==> src/rtl/btb_updq_pkg.sv <==
// ---------------------------------------------------------------------------
// btb_updq_pkg
//   Shared types and constants for the BTB update queue.
//   - UPDQ_PC_BITS  : default PC width (must match the BTB's PC_BITS)
//   - UPDQ_DEPTH    : default queue depth (power of two, >= 2)
//   - UPDQ_PTR_BITS : head/tail pointer width for the default depth
//   - btb_upd_entry_t : one queued branch outcome {pc, target, taken}
// ---------------------------------------------------------------------------
package btb_updq_pkg;

  localparam int UPDQ_PC_BITS  = 32;
  localparam int UPDQ_DEPTH    = 4;
  localparam int UPDQ_PTR_BITS = $clog2(UPDQ_DEPTH);

  typedef struct packed {
    logic [UPDQ_PC_BITS-1:0] pc;
    logic [UPDQ_PC_BITS-1:0] target;
    logic                    taken;
  } btb_upd_entry_t;

endpackage

==> src/rtl/btb_updq_storage.sv <==
// ---------------------------------------------------------------------------
// btb_updq_storage
//   DEPTH x entry_t register array, one write port, one asynchronous read
//   port. Contents are deliberately not reset: validity is tracked by the
//   pointers and occupancy counter in the parent.
//   Ports:
//     clk      in   clock
//     we_i     in   write enable
//     waddr_i  in   write index
//     wdata_i  in   write data
//     raddr_i  in   read index
//     rdata_o  out  read data (combinational from the array)
// ---------------------------------------------------------------------------
module btb_updq_storage
  import btb_updq_pkg::*;
#(
  parameter type entry_t  = btb_upd_entry_t,
  parameter int  DEPTH    = UPDQ_DEPTH,
  parameter int  PTR_BITS = UPDQ_PTR_BITS
) (
  input  logic                clk,
  input  logic                we_i,
  input  logic [PTR_BITS-1:0] waddr_i,
  input  entry_t              wdata_i,
  input  logic [PTR_BITS-1:0] raddr_i,
  output entry_t              rdata_o
);

  entry_t mem_q [DEPTH];

  always_ff @(posedge clk) begin
    if (we_i) begin
      mem_q[waddr_i] <= wdata_i;
    end
  end

  assign rdata_o = mem_q[raddr_i];

endmodule

==> src/rtl/btb_update_queue.sv <==
// ---------------------------------------------------------------------------
// btb_update_queue
//   FIFO between branch resolution and the BTB's single write port. Each
//   resolved branch is queued and drained one per cycle: taken outcomes
//   become BTB writes {orig_pc, target_pc}, not-taken outcomes become line
//   invalidations. The head entry is presented combinationally from
//   registers, so an accepted push reaches the BTB no earlier than the next
//   cycle.
//
//   Handshake: a push happens on a rising edge where in_valid && in_ready.
//   in_ready depends only on registered occupancy (no path from in_valid);
//   a full queue refuses pushes even in a cycle where it pops.
//
//   Optional build macro BTB_UPDQ_COALESCE_EN: a push whose PC matches the
//   youngest queued entry overwrites that entry's target/taken in place
//   instead of allocating, unless that entry is the sole entry and is being
//   drained this same cycle.
//
//   Ports:
//     clk, rst_n       clock, asynchronous active-low reset
//     in_valid/ready   push handshake
//     in_pc/target     resolved branch PC and target
//     in_taken         1 = BTB write, 0 = BTB invalidate
//     hold             suspend draining this cycle
//     wr_en/orig_pc/target_pc  BTB write port
//     invalidate/pc_invalid    BTB invalidation port
//     occupancy        number of valid entries
// ---------------------------------------------------------------------------
module btb_update_queue
  import btb_updq_pkg::*;
#(
  parameter int PC_BITS = UPDQ_PC_BITS,
  parameter int DEPTH   = UPDQ_DEPTH
) (
  input  logic                     clk,
  input  logic                     rst_n,
  input  logic                     in_valid,
  output logic                     in_ready,
  input  logic [PC_BITS-1:0]       in_pc,
  input  logic [PC_BITS-1:0]       in_target,
  input  logic                     in_taken,
  input  logic                     hold,
  output logic                     wr_en,
  output logic [PC_BITS-1:0]       orig_pc,
  output logic [PC_BITS-1:0]       target_pc,
  output logic                     invalidate,
  output logic [PC_BITS-1:0]       pc_invalid,
  output logic [$clog2(DEPTH):0]   occupancy
);

  localparam int PTR_W = $clog2(DEPTH);
  localparam int OCC_W = PTR_W + 1;

  typedef struct packed {
    logic [PC_BITS-1:0] pc;
    logic [PC_BITS-1:0] target;
    logic               taken;
  } entry_t;

  logic [PTR_W-1:0] head_q, head_d;
  logic [PTR_W-1:0] tail_q, tail_d;
  logic [OCC_W-1:0] occ_q, occ_d;

  logic             push;
  logic             pop;
  logic             coalesce;
  logic             alloc;
  logic             st_we;
  logic [PTR_W-1:0] st_waddr;
  entry_t           st_wdata;
  entry_t           head_entry;

`ifdef BTB_UPDQ_COALESCE_EN
  // PC of the youngest allocated entry, kept in a flop so the coalesce
  // compare does not need a second read port on the storage array.
  logic [PC_BITS-1:0] young_pc_q, young_pc_d;
`endif

  assign in_ready = (occ_q != OCC_W'(DEPTH));

  always_comb begin
    push     = in_valid && in_ready;
    pop      = (occ_q != OCC_W'(0)) && !hold;
    coalesce = 1'b0;
`ifdef BTB_UPDQ_COALESCE_EN
    // Never merge into an entry that is leaving through the BTB port now.
    coalesce = push && (occ_q != OCC_W'(0)) && (young_pc_q == in_pc) &&
               !((occ_q == OCC_W'(1)) && pop);
`endif
    alloc    = push && !coalesce;

    st_we    = push;
    st_waddr = coalesce ? (tail_q - PTR_W'(1)) : tail_q;
    st_wdata = '{pc: in_pc, target: in_target, taken: in_taken};

    tail_d   = alloc ? (tail_q + PTR_W'(1)) : tail_q;
    head_d   = pop   ? (head_q + PTR_W'(1)) : head_q;

    occ_d    = occ_q;
    case ({alloc, pop})
      2'b10:   occ_d = occ_q + OCC_W'(1);
      2'b01:   occ_d = occ_q - OCC_W'(1);
      default: occ_d = occ_q;
    endcase

`ifdef BTB_UPDQ_COALESCE_EN
    young_pc_d = alloc ? in_pc : young_pc_q;
`endif
  end

  always_ff @(posedge clk or negedge rst_n) begin
    if (!rst_n) begin
      head_q <= '0;
      tail_q <= '0;
      occ_q  <= '0;
    end else begin
      head_q <= head_d;
      tail_q <= tail_d;
      occ_q  <= occ_d;
    end
  end

`ifdef BTB_UPDQ_COALESCE_EN
  always_ff @(posedge clk or negedge rst_n) begin
    if (!rst_n) begin
      young_pc_q <= '0;
    end else begin
      young_pc_q <= young_pc_d;
    end
  end
`endif

  btb_updq_storage #(
    .entry_t  (entry_t),
    .DEPTH    (DEPTH),
    .PTR_BITS (PTR_W)
  ) u_storage (
    .clk     (clk),
    .we_i    (st_we),
    .waddr_i (st_waddr),
    .wdata_i (st_wdata),
    .raddr_i (head_q),
    .rdata_o (head_entry)
  );

  // Head entry drives exactly one of the two BTB strobes when popping.
  assign wr_en      = pop &&  head_entry.taken;
  assign invalidate = pop && !head_entry.taken;
  assign orig_pc    = head_entry.pc;
  assign target_pc  = head_entry.target;
  assign pc_invalid = head_entry.pc;
  assign occupancy  = occ_q;

endmodule
==> config.mk <==
export PLATFORM = sky130hd
export DESIGN_NAME = btb_update_queue
export DESIGN_NICKNAME = d
export VERILOG_FILES = /design/src/rtl/btb_updq_pkg.sv /design/src/rtl/btb_updq_storage.sv /design/src/rtl/btb_update_queue.sv
export SDC_FILE = /design/constraint.sdc
export NUM_CORES = 1
export LEC_CHECK = 0
export CAP_MARGIN = 40
export CORE_UTILIZATION = 53
export DETAILED_ROUTE_END_ITERATION = 10
export PLACE_DENSITY = 0.8
export SYNTH_ARGS = -nofsm -noshare
export SYNTH_HDL_FRONTEND = slang
export SYNTH_SLANG_ARGS = --single-unit
==> constraint.sdc <==
create_clock -name clk -period 2.24 [get_ports clk]
set_input_delay 0.224 -clock clk [delete_from_list [all_inputs] [get_ports clk]]
set_output_delay 0.224 -clock clk [all_outputs]
set_load 0.02 [all_outputs]
==> summary by stage <==
Pwr
For this design the ratio of total power to cell area is around 1500 mW/mm². The internal power of the cells is 0.0131 W. In this run, flip-flops and latches consume approximately 36% of the power. The switching portion of total power is about a third.

In this run, the clock network consumes 21.5% of the power. The maximum vdd drop is roughly 0.85 mV. The combinational cell fraction of total power is a little over two fifths. In this run the static leakage power is between 4 and 5 nW. The switching power of the nets is 0.00629 W.

Floorplan
For this configuration, the core starts out at a cell density of between 50% and 60%. The chip width is between 100 and 150 µm. The overall die area is just under 0.02 mm². The number of placement rows is 50. The total area inside the core boundary comes to 0.0186 mm².

The count of boundary I/O pins is around 170. The vertical die dimension is around 140 µm.

Timing
The slack of the critical path is -46.5 ps. Setup violations remaining at the end of the flow were counted as 17. Setup repair after global routing could not meet its margin everywhere. The relative slew slack is slightly below 80%. For this run, the top clock speed supported by timing is between 0.4 and 0.5 GHz. On the final layout, the worst clock skew is between 6 and 7 ps. For the pin with the worst max-slew slack, the measured transition is about 340 ps. The worst hold slack is approximately 340 ps. The total negative setup slack is -535 ps. In the finished design, the share of the clock period the worst path needs comes to 102%. The minimum clock period after layout is 2290 ps.

The number of hold violations in the final report came to 0. The total count of max-transition violations in the final report is 0.

Setup path
STA puts the critical path data required time at 2020 ps. The critical-path maximum fanout is 8. The arrival time reported for the critical path endpoint is 2060 ps. The critical path class is reg -> out.

The endpoint type of the worst setup path is an output pin. The type of element launching the critical path is a register.

Routing
After detailed routing, the total wire length is a little under 20 mm. In this run the remaining antenna-violating nets after routing total 0. The number of iterations in the first detailed-routing pass is 4. The mean routed wirelength per cell is approximately 22 µm. The via count of the routed design is ~4800. The detailed-route DRC error count is 0.

The detailed router finished its first iteration with 244 violations. The per-cell via count in the routed design is 5.53.

Synthesis
Yosys printed 0 warnings. Counting flops with a built-in enable in the synthesized netlist gives 260. The post-synthesis xor/xnor area fraction is less than 1%.

The post-synthesis compound-gate area fraction is 0%. The portion of synthesized area spent on multiplexers is 14.8%. The synthesis-stage register bit count is approximately 270. The mean area per synthesized cell is around 24 µm². The dominant combinational cell family by area after synthesis is multiplexers. The post-synthesis cell count is roughly 410. Summing the sequential cell areas from Yosys gives between 70% and 80% of the chip area. For this run, the leading register cell type out of synthesis is sky130_fd_sc_hd__edfxtp_1. Summing the areas of all fa, ha and maj instances in the mapped netlist gives 0.821% of the synthesized area. After synthesis, the largest area contributor takes up 77.6% of total cell area.

In this run, distinct cell masters in the synthesized netlist total 21. The synthesized netlist occupies a cell area of 0.0101 mm². The simple-gate portion of the synthesized area is 0.809%.

The fraction of synthesis flops using an asynchronous set or reset pin is under 10%. Summed over all instances, the cell type with the most area after synthesis is sky130_fd_sc_hd__edfxtp_1. Yosys attributes the largest share of cell area to sky130_fd_sc_hd__edfxtp_1 78%, sky130_fd_sc_hd__mux4_2 15%, sky130_fd_sc_hd__buf_4 2.4%.

The number of nets in the synthesized netlist is 486.

Layout
Cells with a size suffix above 1 make up approximately two fifths of the layout. 0 antenna diodes ended up in the layout. The area overhead of the layout relative to synthesis is 30.2%.

Summing all non-filler instances in the final layout gives an area of about 0.013 mm². In the final design database the tool counted between 600 and 700 nets.

CTS
The count of clock tree sinks is between 200 and 300. The CTS buffer count is 27. The tree is rooted in a sky130_fd_sc_hd__clkbuf_16.

TritonCTS built the clock tree. Clock-pin slew was measured on the worst setup and hold paths at approximately 60 ps. The maximum root-to-sink buffer count is 3.

The clock insertion delay at the later pin of the skew report is 510 ps. In this run the number of H-tree levels came out at 1.

Global routing
The first-pass GRT wire length is about 29 mm. The initial antenna violation count was 0. Entering global routing, the biggest net connects 37 pins. Global routing consumed, over all layers together, between 10% and 20% of the routing resources. The remaining global-route overflow is 0. The via count of the first global-routing pass was between 5000 and 6000.

Place
The routability-driven placement congestion ratio is 0.715. The count of buffers added on input and output ports is 170. The instance area at placement is approximately 0.012 mm². The half-perimeter wire length after detailed placement is about 11 mm.

Job
Across the run, the number of max-cap violations was 0.

Run status
The checks that failed: setup timing. The run finished, with violations left.

Min path
The class of the tightest hold or removal check is in -> reg.
## power by group through the flow
stage	sequential (W)	combinational (W)	clock (W)
final	0.00690	0.00833	0.00417
after global routing	0.00697	0.00875	0.00444
after CTS	0.00691	0.00738	0.00425
after detailed placement	0.00703	0.00770	0
after global placement	0.00694	0.00761	0
after floorplan	0.00691	0.00483	0
## final timing paths
kind | end | slack [ps] | startpoint | depth (start not counted)
hold reg to reg | st_waddr[1] | 590 | st_waddr[1] | 1
hold / removal | u_storage.mem_q[0][4] | 340 | in_target[3] | 1
setup / recovery | target_pc[23] | -50 | head_q[0] | 5
setup reg to reg | occupancy[2] | 50 | occupancy[2] | 9
min in group asynchronous | occupancy[2] | 520 | rst_n | 2
max in group asynchronous | head_q[1] | 1440 | rst_n | 2
## worst max-delay path, cell delays in order (launching register included)
cell and delay (ps):
sky130_fd_sc_hd__dfrtp_4 520, sky130_fd_sc_hd__buf_6 150, sky130_fd_sc_hd__buf_16 140, sky130_fd_sc_hd__buf_4 140, sky130_fd_sc_hd__mux4_2 440, sky130_fd_sc_hd__buf_6 150
## cells in the final DEF (no fill, tap or decap), types with 4 or more instances in the layout
cell                                n
sky130_fd_sc_hd__xor2_1             4
sky130_fd_sc_hd__mux4_2            65
sky130_fd_sc_hd__and3_4             4
sky130_fd_sc_hd__clkdlybuf4s50_1   72
sky130_fd_sc_hd__edfxtp_1         260
sky130_fd_sc_hd__clkbuf_2           5
sky130_fd_sc_hd__clkbuf_16         29
sky130_fd_sc_hd__buf_6             66
sky130_fd_sc_hd__clkinv_1           6
sky130_fd_sc_hd__buf_12             8
sky130_fd_sc_hd__inv_1              6
sky130_fd_sc_hd__buf_4             18
sky130_fd_sc_hd__buf_16             7
sky130_fd_sc_hd__dfrtp_1            5
sky130_fd_sc_hd__buf_2             35
sky130_fd_sc_hd__ha_1               4
## metrics by stage
stage	setup slack, ps	util, %	std cells	total power (W)
final	-46.5	70.2	859	0.0194
after global routing	-108	70.2	859	0.0202
after CTS	-115	67.9	844	0.0185
after detailed placement	31.3	64.2	783	0.0147
after global placement	99.1	64.2	783	0.0146
after floorplan	31.8	-	411	0.0117
## sequential cells by signal (all words and copies together), names as in the netlist
name             cells
u_storage.mem_q    260
occupancy            3
st_waddr             2
head_q               2
## layer usage
| metal | global-route usage, % | share of wire, % |
|---|---|---|
| met1 | 25.5 | 40 |
| met2 | 33.7 | 52 |
| met3 | 3.79 | 6.1 |
| met4 | 5.26 | 1.4 |
| met5 | 0 | 0 |
## repair_timing
| action | CTS | global route |
|---|---|---|
| setup endpoints to repair | 98 | 99 |
| setup buffers | 10 | 14 |
| endpoints found under the hold margin | 7 | 0 |
| gates resized for setup | 416 | 108 |
| hold buffers | 1 | 0 |
| cloned | 4 | 2 |
| pin swaps | 0 | 3 |
## synthesized netlist by cell type (all sizes together) (2+ instances only)
library cell	instances
edfxtp	260
mux4	65
buf	46
dfrtp	7
inv	6
ha	5
and3	4
xor2	4
and2	2
nor2	2
nor3	2
xnor2	2
## cell type report
| cell class | instances | area (µm²) |
|---|---|---|
| timing repair buffer | 215 | 2220 |
| inverter | 6 | 22.5 |
| fill | 1136 | 5550 |
| clock buffer | 30 | 687 |
| multi-input combinational | 91 | 1740 |
| tap | 234 | 293 |
| sequential | 267 | 7990 |
| clock inverter | 16 | 141 |
## cell families after synthesis
| logic type | after synthesis |
|---|---|
| fa+ha+maj | 6 |
| buf+inv | 53 |
| flops | 267 |
| xor+xnor | 6 |
| simple gates | 12 |
| mux | 67 |
No activity file was read; power rests on OpenSTA's default activity.
